**config.mk**
```make
export PLATFORM = sky130hd
export DESIGN_NAME = mmio_xbar_multi
export DESIGN_NICKNAME = d
export VERILOG_FILES = /design/src/rtl/mmio_xbar_multi_pkg.sv /design/src/rtl/mmio_sync.sv /design/src/rtl/mmio_xbar_multi.sv
export SDC_FILE = /design/constraint.sdc
export NUM_CORES = 1
export LEC_CHECK = 0
export CAP_MARGIN = 30
export CORE_ASPECT_RATIO = 1.75
export CORE_MARGIN = 2
export CORE_UTILIZATION = 48
export DETAILED_ROUTE_END_ITERATION = 10
export PLACE_DENSITY_LB_ADDON = 0.12
export SYNTH_ARGS = -nofsm -noshare
export SYNTH_HDL_FRONTEND = slang
export SYNTH_SLANG_ARGS = --single-unit
```
**constraint.sdc**
```tcl
create_clock -name i_clk -period 2.03 [get_ports i_clk]
set_clock_uncertainty 0.2 [all_clocks]
set_input_delay 0.406 -clock i_clk [delete_from_list [all_inputs] [get_ports i_clk]]
set_output_delay 0.406 -clock i_clk [all_outputs]
set_load 0.01 [all_outputs]
```
**src/rtl/mmio_xbar_multi_pkg.sv**
```systemverilog
// Shared MMIO crossbar constants: system base address, status layout and register-kind encoding.
package mmio_xbar_multi_pkg;

    localparam int unsigned XBAR_BASE_ADDR = 0;
    localparam int unsigned ERR_BIT        = 0;

    typedef enum logic [1:0] {
        REG_OUT    = 2'd0,
        REG_IN     = 2'd1,
        REG_STATUS = 2'd2,
        REG_NONE   = 2'd3
    } reg_kind_e;

    // STATUS sits directly after the last input channel.
    function automatic int status_offset(input int n_out, input int n_in);
        return n_out + n_in;
    endfunction

endpackage

```
**src/rtl/mmio_sync.sv**
```systemverilog
// Multi-flop synchroniser for one asynchronous peripheral input word.
module mmio_sync #(
    parameter int DATA_W      = 32,
    parameter int SYNC_STAGES = 2
) (
    input  logic              i_clk,
    input  logic              i_rst_n,
    input  logic [DATA_W-1:0] i_data,
    output logic [DATA_W-1:0] o_data
);

    logic [DATA_W-1:0] stage_q [SYNC_STAGES];

    always_ff @(posedge i_clk or negedge i_rst_n) begin
        if (!i_rst_n) begin
            for (int s = 0; s < SYNC_STAGES; s++) stage_q[s] <= '0;
        end else begin
            stage_q[0] <= i_data;
            for (int s = 1; s < SYNC_STAGES; s++) stage_q[s] <= stage_q[s-1];
        end
    end

    assign o_data = stage_q[SYNC_STAGES-1];

endmodule

```
**src/rtl/mmio_xbar_multi.sv**
```systemverilog
// MMIO crossbar: decodes word addresses to output registers, synchronised inputs and a status word.
module mmio_xbar_multi
    import mmio_xbar_multi_pkg::*;
#(
    parameter int                ADDR_W      = 30,
    parameter int                DATA_W      = 32,
    parameter int                N_OUT       = 4,
    parameter int                N_IN        = 2,
    parameter logic [ADDR_W-1:0] BASE_ADDR   = ADDR_W'(XBAR_BASE_ADDR),
    parameter int                SYNC_STAGES = 2
) (
    input  logic                    i_clk,
    input  logic                    i_rst_n,
    input  logic [ADDR_W-1:0]       i_mmio_addr,
    input  logic [DATA_W-1:0]       i_mmio_data,
    input  logic [DATA_W/8-1:0]     i_mmio_mask,
    input  logic                    i_mmio_wren,
    input  logic                    i_mmio_rden,
    output logic [DATA_W-1:0]       o_mmio_data,
    output logic                    o_mmio_rvalid,
    output logic [N_OUT*DATA_W-1:0] o_out_data,
    output logic [N_OUT-1:0]        o_out_wren,
    input  logic [N_IN*DATA_W-1:0]  i_in_data,
    output logic                    o_err
);

    localparam int MASK_W     = DATA_W / 8;
    localparam int STATUS_OFF = status_offset(N_OUT, N_IN);

    function automatic logic [DATA_W-1:0] byte_merge(
        input logic [DATA_W-1:0] old_v,
        input logic [DATA_W-1:0] new_v,
        input logic [MASK_W-1:0] lanes
    );
        logic [DATA_W-1:0] res;
        res = old_v;
        for (int b = 0; b < MASK_W; b++) begin
            if (lanes[b]) res[b*8 +: 8] = new_v[b*8 +: 8];
        end
        return res;
    endfunction

    logic [DATA_W-1:0] shadow_p1 [N_OUT];
    logic [DATA_W-1:0] sync_data [N_IN];
    logic [N_OUT-1:0]  out_wren_p1;
    logic [DATA_W-1:0] rdata_p1;
    logic              vld_p1;
    logic              err_p1;

    logic [ADDR_W-1:0] offset;
    reg_kind_e         kind;
    logic [N_OUT-1:0]  out_hit;
    logic [N_IN-1:0]   in_hit;
    logic [DATA_W-1:0] rd_sel;
    logic              wr_active;
    logic              err_set;
    logic              err_clr;

    for (genvar j = 0; j < N_IN; j++) begin : g_sync
        mmio_sync #(
            .DATA_W      (DATA_W),
            .SYNC_STAGES (SYNC_STAGES)
        ) u_sync (
            .i_clk   (i_clk),
            .i_rst_n (i_rst_n),
            .i_data  (i_in_data[j*DATA_W +: DATA_W]),
            .o_data  (sync_data[j])
        );
    end

    // Stage p0: address decode and read-data selection
    always_comb begin
        offset  = i_mmio_addr - BASE_ADDR;
        kind    = REG_NONE;
        out_hit = '0;
        in_hit  = '0;
        if (i_mmio_addr >= BASE_ADDR) begin
            if (offset < ADDR_W'(N_OUT))             kind = REG_OUT;
            else if (offset < ADDR_W'(N_OUT + N_IN)) kind = REG_IN;
            else if (offset == ADDR_W'(STATUS_OFF))  kind = REG_STATUS;
        end
        for (int k = 0; k < N_OUT; k++) begin
            out_hit[k] = (kind == REG_OUT) && (offset == ADDR_W'(k));
        end
        for (int j = 0; j < N_IN; j++) begin
            in_hit[j] = (kind == REG_IN) && (offset == ADDR_W'(N_OUT + j));
        end
    end

    always_comb begin
        rd_sel = '0;
        for (int k = 0; k < N_OUT; k++) begin
            if (out_hit[k]) rd_sel = shadow_p1[k];
        end
        for (int j = 0; j < N_IN; j++) begin
            if (in_hit[j]) rd_sel = sync_data[j];
        end
        if (kind == REG_STATUS) rd_sel[ERR_BIT] = err_p1;
    end

    // An all-zero mask makes a write a complete no-op, including error reporting.
    assign wr_active = i_mmio_wren && (|i_mmio_mask);
    assign err_set   = (wr_active && (kind == REG_IN || kind == REG_NONE))
                     || (i_mmio_rden && kind == REG_NONE);
    assign err_clr   = i_mmio_wren && (kind == REG_STATUS)
                     && i_mmio_mask[ERR_BIT/8] && i_mmio_data[ERR_BIT];

    // Stage p1: registered shadows, strobes, read response and sticky error
    always_ff @(posedge i_clk or negedge i_rst_n) begin
        if (!i_rst_n) begin
            for (int k = 0; k < N_OUT; k++) shadow_p1[k] <= '0;
            out_wren_p1 <= '0;
            rdata_p1    <= '0;
            vld_p1      <= 1'b0;
            err_p1      <= 1'b0;
        end else begin
            for (int k = 0; k < N_OUT; k++) begin
                out_wren_p1[k] <= wr_active && out_hit[k];
                if (wr_active && out_hit[k]) begin
                    shadow_p1[k] <= byte_merge(shadow_p1[k], i_mmio_data, i_mmio_mask);
                end
            end
            vld_p1   <= i_mmio_rden;
            rdata_p1 <= i_mmio_rden ? rd_sel : '0;
            if (err_set)      err_p1 <= 1'b1;
            else if (err_clr) err_p1 <= 1'b0;
        end
    end

    for (genvar k = 0; k < N_OUT; k++) begin : g_out
        assign o_out_data[k*DATA_W +: DATA_W] = shadow_p1[k];
    end

    assign o_out_wren    = out_wren_p1;
    assign o_mmio_data   = rdata_p1;
    assign o_mmio_rvalid = vld_p1;
    assign o_err         = err_p1;

endmodule

```
==> Implementation_results.wiki <==
{| class="wikitable"
! Metric !! Value
|-
| Post-synthesis cell type count || 33
|-
| First-pass GRT wire length || 48.1 mm
|-
| Nature of the critical path endpoint || register
|-
| Cell Rows || 74
|-
| Fraction of synthesis flops using an asynchronous set or reset pin || 100%
|-
| Total power density per cell area || 720 nW/µm²
|-
| YS warnings || 0
|-
| Violated checks || negative setup slack
|-
| Required time of the critical path || 2.26 ns
|-
| Final Slew Violations || 0
|-
| Crit path kind || input port to register
|-
| Leftover overflow at the end of global routing || 0
|-
| EDFF count, synth || 0
|-
| Worst reg-to-reg setup slack || 0.43 ns
|-
| Net Sw Power || 2.63 mW
|-
| Worst reg-to-reg path cell count || 4
|-
| Reg-to-reg startpoint || o_out_data[32]
|-
| Number of DRC markers after the initial detailed-route iteration || 260
|-
| Sequential cell area fraction in the yosys report || 65.7%
|-
| Via count of the first global-routing pass || 8352
|-
| Cell at the root of the clock tree || sky130_fd_sc_hd__clkbuf_16
|-
| Count of port buffers added during placement || 299
|-
| Maximum number of pins on one net before global-route repair || 66
|-
| Most numerous cell types in the synthesized netlist || sky130_fd_sc_hd__dfrtp_1 (294), sky130_fd_sc_hd__mux2_2 (148), sky130_fd_sc_hd__mux2i_1 (65)
|-
| Final hold vios || 0
|-
| Setup violators final || 2
|-
| Layout cell share with drive strength beyond 1 || 29.9%
|-
| Net count after synthesis || 882
|-
| Most frequently used cell type in the post-synthesis netlist || sky130_fd_sc_hd__dfrtp_1
|-
| Switching share of power || 21.5%
|-
| Top FF cell, synth || sky130_fd_sc_hd__dfrtp_1
|-
| Fin Hold WS || 0.0930 ns
|-
| Routed WL || 31.5 mm
|-
| IR Drop Worst-Case VDD || 0.000756 V
|-
| Flip-flop and latch count after synthesis || 294
|-
| Final worst-path setup slack || -0.00937 ns
|-
| Unrepaired setup endpoints after global routing || yes
|-
| Insertion delay of the later-clocked pin in the worst-skew pair || 0.54 ns
|-
| Setup crit end || o_out_data[110]
|-
| Full die area || 24600 µm²
|-
| TritonCTS clock tree || done
|-
| Top cell type by total area after synthesis || sky130_fd_sc_hd__dfrtp_1
|-
| Num CTS Buffers || 27
|-
| Status || complete, but fails checks
|-
| Residual DRC count || 0
|-
| Total power || 12.2 mW
|-
| Total placed instance area || 15900 µm²
|-
| Largest driver fanout on the critical path || 8
|-
| Routed via count divided by cell count || 5.24
|-
| Placement-stage worst setup slack || -0.921 ns
|-
| Via count of the routed design || 7741
|-
| Part of the total power dissipated in combinational logic || 6.3%
|-
| Ant. Diodes || 0
|-
| Layout overhead on the synthesized area || 51.8%
|-
| Worst setup startpoint || i_mmio_addr[3]
|-
| Number of H-tree branching levels || 1
|-
| Fraction of the cycle the final worst path needs || 100%
|-
| Antenna violations before repair || 0
|-
| Reg-to-reg critical path endpoint || o_mmio_data[0]
|-
| Data arrival time of the worst path || 2.27 ns
|-
| Relative slew margins || 61.7%
|-
| Crit start category || input port
|-
| Cell area after layout || 17000 µm²
|-
| Area contributors post-synth || sky130_fd_sc_hd__dfrtp_1 (66%), sky130_fd_sc_hd__mux2_2 (15%), sky130_fd_sc_hd__mux2i_1 (5.8%), sky130_fd_sc_hd__nor4_4 (2.3%), sky130_fd_sc_hd__o21a_1 (1.7%)
|-
| Period minus WS final || 2.04 ns
|-
| Power share of the sequential group || 49.2%
|-
| Clock transition at the register clock pins on the worst setup and hold paths after CTS || 0.07 ns
|-
| Die outline height || 206 µm
|-
| Routed wire length per instance || 21.3 µm
|-
| Number of I/O pins || 300
|-
| Die width || 119 µm
|-
| Share of the synthesized area in the top cell type || 65.7%
|-
| Core Region || 23100 µm²
|-
| Slew at the pin closest to its max-slew limit || 0.574 ns
|-
| Last weighted congestion value of the routability-driven placer || 0.831
|-
| Effective utilization at floorplan || 48.4%
|-
| Synthesized area || 11200 µm²
|-
| Number of instances in the synthesized netlist || 748
|-
| Max-cap viol count || 0
|-
| CTS Sinks || 294
|-
| Clock tree buffer depth || 3
|-
| Avg Inst Size Synth || 15.0 µm²
|-
| Total iterations of the first detailed-routing run || 5
|-
| Maximum clock frequency || 490 MHz
|-
| Post-detailed-placement half-perimeter wirelength || 22.2 mm
|-
| Lkg Pwr || 8.83 nW
|-
| Clock share of power || 44.5%
|-
| NumNets Final || 1288
|-
| Worst min path class || input port to register
|-
| Overall Global Routing Usage || 25.6%
|-
| Post-detailed-route count of antenna-violating nets || 0
|-
| Internal || 9.61 mW
|-
| Final sum of negative setup slack || -0.0126 ns
|}
-- worst min path at each step --
stage / start / to / slack [ns] / cells past startpoint
3_3_place_gp: g_sync[0].u_sync.stage_q[51] / g_sync[0].u_sync.o_data[19] / 0.13 / 0
5_1_grt: i_in_data[13] / g_sync[0].u_sync.stage_q[45] / 0.08 / 1
6_report: i_in_data[36] / g_sync[1].u_sync.stage_q[36] / 0.09 / 1
3_5_place_dp: g_sync[0].u_sync.stage_q[49] / g_sync[0].u_sync.o_data[17] / 0.13 / 0
4_1_cts: i_in_data[47] / g_sync[1].u_sync.stage_q[47] / 0.07 / 1
2_1_floorplan: i_rst_n / g_sync[0].u_sync.o_data[0] / -0.09 / 0
-- state kept, by name, summed over array words and instances, names as in the netlist --
register               flops
g_sync.u_sync.o_data      64
o_err                      1
g_sync.u_sync.stage_q     64
o_out_data               128
o_out_wren                 4
o_mmio_data               32
o_mmio_rvalid              1
-- final cells by class --
cell class                      instances  area, µm²
Sequential cell                       294       7360
Fill cell                            1571       6150
Multi-Input combinational cell        419       4210
Timing Repair Buffer                  409       4080
Clock buffer                           31        731
Tap cell                              304        380
Clock inverter                         17        231
Inverter                                3       11.3
-- placed cells by master, fill, tap and decap left out, types with 5 or more instances in the layout --
cell,synthesis,final
sky130_fd_sc_hd__mux2i_1,65,65
sky130_fd_sc_hd__bufinv_16,0,5
sky130_fd_sc_hd__nor3_1,8,5
sky130_fd_sc_hd__a21oi_1,25,25
sky130_fd_sc_hd__buf_12,0,29
sky130_fd_sc_hd__nor4_4,12,16
sky130_fd_sc_hd__nor2_1,35,35
sky130_fd_sc_hd__o21a_1,25,25
sky130_fd_sc_hd__buf_6,0,9
sky130_fd_sc_hd__o21ai_0,37,37
sky130_fd_sc_hd__nor4_1,10,5
sky130_fd_sc_hd__clkdlybuf4s15_1,0,10
sky130_fd_sc_hd__nor3_4,0,5
sky130_fd_sc_hd__mux2_2,148,58
sky130_fd_sc_hd__dlymetal6s2s_1,0,11
sky130_fd_sc_hd__dfrtp_1,294,294
sky130_fd_sc_hd__o22ai_1,6,6
sky130_fd_sc_hd__nand2_1,13,12
sky130_fd_sc_hd__buf_4,1,70
sky130_fd_sc_hd__clkbuf_16,0,28
sky130_fd_sc_hd__clkdlybuf4s50_1,0,104
sky130_fd_sc_hd__dlygate4sd2_1,0,166
sky130_fd_sc_hd__clkinv_2,0,7
sky130_fd_sc_hd__mux2_4,0,94
-- power groups by stage --
stage / Clock, mW / Sequential (mW) / Combinational, mW
after floorplan: 0 / 6.12 / 0.195
after global placement: 0 / 6.12 / 0.776
after detailed placement: 0 / 6.13 / 0.787
after CTS: 5.56 / 6.02 / 0.781
after global routing: 5.82 / 6.03 / 0.838
final: 5.45 / 6.02 / 0.773
-- cell families (layout without fill, tap and decap cells) --
logic type | after synthesis | count (layout) | synth area share [%]
AO/OA/AOI/OAI | 99 | 99 | 5.19
buffers and inverters | 35 | 460 | 1.30
flip-flops | 294 | 294 | 65.7
multiplexers | 220 | 220 | 21.6
AND/OR/NAND/NOR | 100 | 100 | 6.23
-- worst max-delay path: stages --
cell and delay [ns]:
sky130_fd_sc_hd__buf_6 0.09, sky130_fd_sc_hd__or3_4 0.39, sky130_fd_sc_hd__or4_4 0.64, sky130_fd_sc_hd__nor4_4 0.23, sky130_fd_sc_hd__buf_12 0.18, sky130_fd_sc_hd__mux2_2 0.33
-- per-stage QoR --
step,cells,util (%)
2_1_floorplan,748,-
6_report,1477,73.4
4_1_cts,1473,72.8
3_3_place_gp,1408,68.5
3_5_place_dp,1408,68.5
5_1_grt,1477,73.4
-- routing by layer --
metal	vias to the layer above	wire [µm]	track usage [%]	part of all wire (%)
met4	0	1290	11.1	4.1
met5	-	0	0	0
met1	3913	11800	30.3	37
met2	282	16800	46.2	53
met3	61	1590	3.84	5.0
li1	3485	-	-	-
-- what timing repair did --
| item | CTS | global route |
|---|---|---|
| cloned | 3 | 0 |
| hold buffers | 2 | 0 |
| endpoints found under the hold margin | 53 | 0 |
| buffers inserted | 12 | 4 |
| pin swaps | 16 | 18 |
| endpoints found under the setup margin | 291 | 115 |
| resized for setup | 210 | 47 |
Power figures use the tool's default switching activity.
